==> src/rtl/alu_pkg.sv <==
// Shared opcode/funct encodings, FSM state type and captured-request record
// for the shared RV32I ALU arbiter.
package alu_pkg;

  localparam int XLEN_C = 32;

  localparam logic [6:0] OPC_OPIMM = 7'b0010011;
  localparam logic [6:0] OPC_OP    = 7'b0110011;

  localparam logic [2:0] F3_ADD  = 3'b000;
  localparam logic [2:0] F3_SLL  = 3'b001;
  localparam logic [2:0] F3_SLT  = 3'b010;
  localparam logic [2:0] F3_SLTU = 3'b011;
  localparam logic [2:0] F3_XOR  = 3'b100;
  localparam logic [2:0] F3_SR   = 3'b101;
  localparam logic [2:0] F3_OR   = 3'b110;
  localparam logic [2:0] F3_AND  = 3'b111;

  localparam logic [6:0] F7_BASE = 7'b0000000;
  localparam logic [6:0] F7_ALT  = 7'b0100000;

  typedef enum logic [1:0] {
    ST_IDLE = 2'd0,
    ST_EXEC = 2'd1,
    ST_RESP = 2'd2
  } state_e;

  typedef struct packed {
    logic [6:0]        opcode;
    logic [2:0]        funct3;
    logic [6:0]        funct7;
    logic [XLEN_C-1:0] a;
    logic [XLEN_C-1:0] b;
    logic [4:0]        rd;
    logic              wreg;
  } alu_req_t;

endpackage

==> src/rtl/rv_alu.sv <==
// Combinational RV32I OP / OP-IMM integer ALU; flags any encoding outside
// the supported set and returns zero for it.
module rv_alu
  import alu_pkg::*;
#(
  parameter int XLEN = 32
) (
  input  logic [6:0]      opcode_i,
  input  logic [2:0]      funct3_i,
  input  logic [6:0]      funct7_i,
  input  logic [XLEN-1:0] a_i,
  input  logic [XLEN-1:0] b_i,
  output logic [XLEN-1:0] result_o,
  output logic            err_o
);

  logic       is_op;
  logic       is_imm;
  logic [4:0] shamt;

  assign is_op  = (opcode_i == OPC_OP);
  assign is_imm = (opcode_i == OPC_OPIMM);
  assign shamt  = b_i[4:0];

  always_comb begin
    // NOTE: every output gets a default before the case so no path can infer a latch.
    result_o = '0;
    err_o    = 1'b0;
    if (!is_op && !is_imm) begin
      err_o = 1'b1;
    end else begin
      case (funct3_i)
        F3_ADD: begin
          if (is_imm || funct7_i == F7_BASE) result_o = a_i + b_i;
          else if (funct7_i == F7_ALT)       result_o = a_i - b_i;
          else                               err_o    = 1'b1;
        end
        F3_SLL: begin
          if (funct7_i == F7_BASE) result_o = a_i << shamt;
          else                     err_o    = 1'b1;
        end
        F3_SLT:  result_o = {{(XLEN-1){1'b0}}, ($signed(a_i) < $signed(b_i))};
        F3_SLTU: result_o = {{(XLEN-1){1'b0}}, (a_i < b_i)};
        F3_XOR:  result_o = a_i ^ b_i;
        F3_SR: begin
          if (funct7_i == F7_BASE)     result_o = a_i >> shamt;
          else if (funct7_i == F7_ALT) result_o = XLEN'($signed(a_i) >>> shamt);
          else                         err_o    = 1'b1;
        end
        F3_OR:   result_o = a_i | b_i;
        F3_AND:  result_o = a_i & b_i;
        default: err_o    = 1'b1;
      endcase
    end
  end

endmodule

==> src/rtl/alu_share_arbiter.sv <==
// Round-robin share of one RV32I ALU between the execute slot (req 0) and the
// address-gen/debug port (req 1): accept, evaluate, then hold the result.
module alu_share_arbiter
  import alu_pkg::*;
#(
  parameter int XLEN    = 32,
  parameter bit RR_INIT = 1'b0
) (
  input  logic              clk,
  input  logic              rst_n,
  input  logic [1:0]        req_valid,
  output logic [1:0]        req_ready,
  input  logic [13:0]       req_opcode,
  input  logic [5:0]        req_funct3,
  input  logic [13:0]       req_funct7,
  input  logic [2*XLEN-1:0] req_op_a,
  input  logic [2*XLEN-1:0] req_op_b,
  input  logic [9:0]        req_rd,
  input  logic [1:0]        req_wreg,
  output logic [1:0]        rsp_valid,
  input  logic [1:0]        rsp_ready,
  output logic [XLEN-1:0]   rsp_data,
  output logic [4:0]        rsp_rd,
  output logic              rsp_wreg,
  output logic              rsp_err
);

  state_e          state_q, state_d;
  logic            last_grant_q;
  logic            owner_q;
  alu_req_t        req_q;
  alu_req_t        sel_req;
  logic [XLEN-1:0] rsp_data_q;
  logic [4:0]      rsp_rd_q;
  logic            rsp_wreg_q;
  logic            rsp_err_q;

  logic            gnt_idx;
  logic            accept;
  logic [XLEN-1:0] alu_res;
  logic            alu_err;

  // On contention the requester that did not win last time is favoured.
  always_comb begin
    gnt_idx   = req_valid[1];
    req_ready = 2'b00;
    if (req_valid == 2'b11) gnt_idx = ~last_grant_q;
    if (rst_n && state_q == ST_IDLE && req_valid[gnt_idx]) req_ready[gnt_idx] = 1'b1;
  end

  assign accept = |(req_valid & req_ready);

  always_comb begin
    sel_req.opcode = gnt_idx ? req_opcode[13:7]          : req_opcode[6:0];
    sel_req.funct3 = gnt_idx ? req_funct3[5:3]           : req_funct3[2:0];
    sel_req.funct7 = gnt_idx ? req_funct7[13:7]          : req_funct7[6:0];
    sel_req.a      = gnt_idx ? req_op_a[2*XLEN-1:XLEN]   : req_op_a[XLEN-1:0];
    sel_req.b      = gnt_idx ? req_op_b[2*XLEN-1:XLEN]   : req_op_b[XLEN-1:0];
    sel_req.rd     = gnt_idx ? req_rd[9:5]               : req_rd[4:0];
    sel_req.wreg   = gnt_idx ? req_wreg[1]               : req_wreg[0];
  end

  always_comb begin
    state_d   = state_q;
    rsp_valid = 2'b00;
    case (state_q)
      ST_IDLE: if (accept) state_d = ST_EXEC;
      ST_EXEC: state_d = ST_RESP;
      ST_RESP: begin
        rsp_valid = 2'b01 << owner_q;
        if (rsp_ready[owner_q]) state_d = ST_IDLE;
      end
      default: state_d = ST_IDLE;
    endcase
  end

  rv_alu #(.XLEN(XLEN)) u_alu (
    .opcode_i (req_q.opcode),
    .funct3_i (req_q.funct3),
    .funct7_i (req_q.funct7),
    .a_i      (req_q.a),
    .b_i      (req_q.b),
    .result_o (alu_res),
    .err_o    (alu_err)
  );

  // NOTE: sequential state uses non-blocking assignments so every register samples pre-edge values.
  always_ff @(posedge clk) begin
    if (!rst_n) begin
      state_q      <= ST_IDLE;
      last_grant_q <= ~RR_INIT;
      owner_q      <= 1'b0;
      rsp_data_q   <= '0;
      rsp_rd_q     <= '0;
      rsp_wreg_q   <= 1'b0;
      rsp_err_q    <= 1'b0;
    end else begin
      state_q <= state_d;
      if (accept) begin
        last_grant_q <= gnt_idx;
        owner_q      <= gnt_idx;
      end
      if (state_q == ST_EXEC) begin
        rsp_data_q <= alu_res;
        rsp_rd_q   <= req_q.rd;
        rsp_wreg_q <= req_q.wreg & ~alu_err;
        rsp_err_q  <= alu_err;
      end
    end
  end

  // NOTE: operand capture is datapath only and is not reset; it is always written before use.
  always_ff @(posedge clk) begin
    if (accept) req_q <= sel_req;
  end

  assign rsp_data = rsp_data_q;
  assign rsp_rd   = rsp_rd_q;
  assign rsp_wreg = rsp_wreg_q;
  assign rsp_err  = rsp_err_q;

endmodule

==> config.mk <==
export PLATFORM = sky130hd
export DESIGN_NAME = alu_share_arbiter
export DESIGN_NICKNAME = d
export VERILOG_FILES = /design/src/rtl/alu_pkg.sv /design/src/rtl/rv_alu.sv /design/src/rtl/alu_share_arbiter.sv
export SDC_FILE = /design/constraint.sdc
export NUM_CORES = 1
export LEC_CHECK = 0
export CORE_ASPECT_RATIO = 1.25
export CORE_UTILIZATION = 56
export CTS_CLUSTER_DIAMETER = 30
export DETAILED_ROUTE_END_ITERATION = 16
export PLACE_DENSITY = 0.83
export SYNTH_ARGS = -nofsm -noshare
export SYNTH_HDL_FRONTEND = slang
export SYNTH_SLANG_ARGS = --single-unit
==> constraint.sdc <==
create_clock -name clk -period 5.9 [get_ports clk]
set_input_delay 0.885 -clock clk [delete_from_list [all_inputs] [get_ports clk]]
set_output_delay 0.885 -clock clk [all_outputs]
set_load 0.01 [all_outputs]
==> flow_summary.ini <==
[clock_network]
ctsResizeCount = 0
cts_num_sinks = 130
cts_tree = done
cts.path.max_buffers = 2
holdBufCountCts = 0
clk_pin_slew_ns = 0.07
clock_latency_ns = 0.45
cts.htree.levels = 4
numCtsBuffers = 17
post-cts-setup-buffers = 0
root_buffer = clkbuf_16

[timing]
rsz0062_at_grt = false
finalSetupViolations = 0
maxSlewViolCount = 0
slew_headroom = 0.1874
fin_crit_ns = 4.210
period_share = 0.7136
skew_ns = 0.01089
tightestPinTransition_ns = 1.212
final_hold_viol_count = 0
tns_ns = 0
max_freq_mhz = 237.5

[worst_setup_path]
crit_required_ns = 6.24
crit_path_max_fanout = 42
reg2reg_depth = 10
arrival_ns = 4.55
criticalPathCategory = reg -> reg
r2r-start = req_q[6]$_DFFE_PP_
r2r_setup_slack_ns = 1.69
startpoint_type = flip-flop
worstSetupEndpointType = flip-flop
reg2reg_to = rsp_data[2]$_SDFFE_PN0N_

[floorplan]
ioPinCount = 223
rows = 64
die_area_um2 = 25800
core_um2 = 24580
die_x_um = 143.9
start_util = 0.5732
die_y_um = 179.4

[routing]
antenna_left = 0
drt_iter0_drc = 1982
vias = 14918
wl_mm = 56.93
dr.pass1.iters = 7
wire_per_inst_um = 26.98
drc_errors = 0
avgViaCountPerCell = 7.070

[synth]
synth_area_leaders = edfxtp_1, mux4_2, ha_1, mux2_2, dfxtp_1
synth_area_um2 = 14090
yosys_warnings = 0
yosysSeqAreaShare = 0.2465
synthTopCellsByCount = nor2_1, a21oi_1, o21ai_0, nand2_1, inv_1
yosysMostFrequentCell = nor2_1
yosys.area.top_type = edfxtp_1
synth_cells = 1625
yosys.cell_types.count = 79
synth_top_area_frac = 0.1854
synth_edf_count = 87
syn_area_per_cell_um2 = 8.671
synth_nets = 1904
yosys_register_bits = 130
async_reset_ff_frac = 0
synthFlopType = edfxtp_1

[pwr]
p_per_area_nw_per_um2 = 232.1
leakage_uw = 0.006466
peakVddDrop_v = 0.0002035
power_uw = 3964

[hold_path]
holdPathEnd = rsp_rd[0]$_SDFFE_PN0N_
hold_depth = 2
holdCritStartpoint = rsp_rd[0]$_SDFFE_PN0N_
hp-class = reg -> reg

[finish]
fin_nets = 2046
area_growth_pct = 21.23
drive_gt1_frac = 0.1388
layoutNonFillerInstCount = 2110
utilization = 0.6949
fill_cells = 2024
antenna_cells = 0

[place]
dp_cells = 2078
place.gp.congestion = 1.101
io_buffers = 222
dp_hpwl_mm = 42.02

[global_routing]
antenna_found_initial = 0
overflow = 0
grt_max_degree = 70
first_global_vias = 14364
grt_use_total = 0.4476
grt_first_pass_wirelength_mm = 84.68

[run_status]
status = complete, no violations

[job]
maxCapViolations = 0
-- critical path, cell delays in order, from the launching register on --
cell and delay [ns]:
edfxtp_1 0.45, buf_4 0.60, buf_4 0.54, mux4_2 0.59, mux2i_1 0.32, nor2_1 0.07, nor3_1 0.22, a211oi_1 0.11
a211oi_1 0.87, o41ai_1 0.10, and2_1 0.18
-- per-stage QoR --
step                      hold slack [ns]  cell area, um2  worst slack (ns)
after floorplan                    0.4810           14090             1.416
after global placement             0.4393           16490             2.109
after detailed placement           0.4567           16490             2.025
after CTS                          0.4652           17080             2.021
after global routing               0.4942           17080             1.451
final                              0.4617           17080             1.690
-- worst max path at each step --
| stage | from | endpoint | slack [ns] | cells past startpoint |
|---|---|---|---|---|
| detailed placement | req_valid[1] | req_q[11]$_DFFE_PP_ | 2.03 | 7 |
| CTS | req_q[7]$_DFFE_PP_ | rsp_data[31]$_SDFFE_PN0N_ | 2.02 | 11 |
| floorplan | req_valid[1] | req_q[0]$_DFFE_PP_ | 1.42 | 5 |
| global placement | req_q[7]$_DFFE_PP_ | rsp_data[31]$_SDFFE_PN0N_ | 2.11 | 11 |
| finish | req_q[6]$_DFFE_PP_ | rsp_data[2]$_SDFFE_PN0N_ | 1.69 | 10 |
| global route | req_q[6]$_DFFE_PP_ | rsp_data[2]$_SDFFE_PN0N_ | 1.45 | 10 |
-- sequential cells by signal, summed over array words and instances, names as in the netlist --
signal        flops
req_q            87
rsp_data         32
rsp_rd            5
state_q           2
last_grant_q      1
owner_q           1
rsp_err           1
rsp_wreg          1
-- layout make-up --
cell class | count | area [um2] | share of cell area
multi-input cells | 1271 | 9812 | 0.5744
well taps | 330 | 412.9 | 0.02417
flip-flops and latches | 130 | 3473 | 0.2033
clock buffers | 18 | 429.2 | 0.02512
clock inverters | 14 | 166.4 | 0.009741
inverters | 99 | 371.6 | 0.02175
repair buffers | 248 | 2417 | 0.1415
-- power by group --
part	leakage [uW]	internal [uW]	switching (uW)	total (uW)
Sequential	0.00116	1060	114	1180
Clock	0.000283	636	482	1120
Combinational	0.00502	680	989	1670
Total	0.00647	2380	1590	3960
-- cells in the final DEF (no fill, tap or decap), types with 9 or more instances in the layout --
cell type,count
a211oi_1,19
a21boi_0,11
a21o_1,21
a21oi_1,138
a221o_1,10
a221oi_1,28
a31oi_1,18
and2_1,10
and3_1,15
buf_4,26
clkbuf_16,17
clkdlybuf4s50_1,222
dfxtp_1,43
edfxtp_1,87
ha_1,97
inv_1,97
mux2_2,91
mux2i_1,36
mux4_2,65
nand2_1,121
nand2b_1,13
nand3_1,23
nor2_1,151
nor2b_1,15
nor3_1,32
o211ai_1,18
o21a_1,9
o21ai_0,130
o21bai_1,12
o221ai_1,17
o31ai_1,10
or3_1,10
-- kinds of logic (layout without fill, tap and decap cells) --
| group | count (synthesis) | after routing | share of synthesized area |
|---|---|---|---|
| XOR/XNOR | 5 | 5 | 0.003108 |
| buffers and inverters | 224 | 379 | 0.06136 |
| multiplexers | 192 | 192 | 0.2022 |
| AND/OR/NAND/NOR | 435 | 435 | 0.1422 |
| flip-flops | 130 | 130 | 0.2465 |
| adder cells (fa/ha/maj) | 99 | 99 | 0.08897 |
| AO/OA/AOI/OAI | 540 | 540 | 0.2557 |
-- routing by layer --
layer  GRT usage  up-vias  part of all wire  wire length (um)
met5           0        -                 0                 0
met4      0.3067        0             0.075              4277
met3      0.1156      291              0.11              6502
met2      0.7156     1088              0.47             26580
met1      0.5269     7075              0.34             19580
li1            -     6464                 -                 -
No activity file was read; power rests on OpenSTA's default activity.
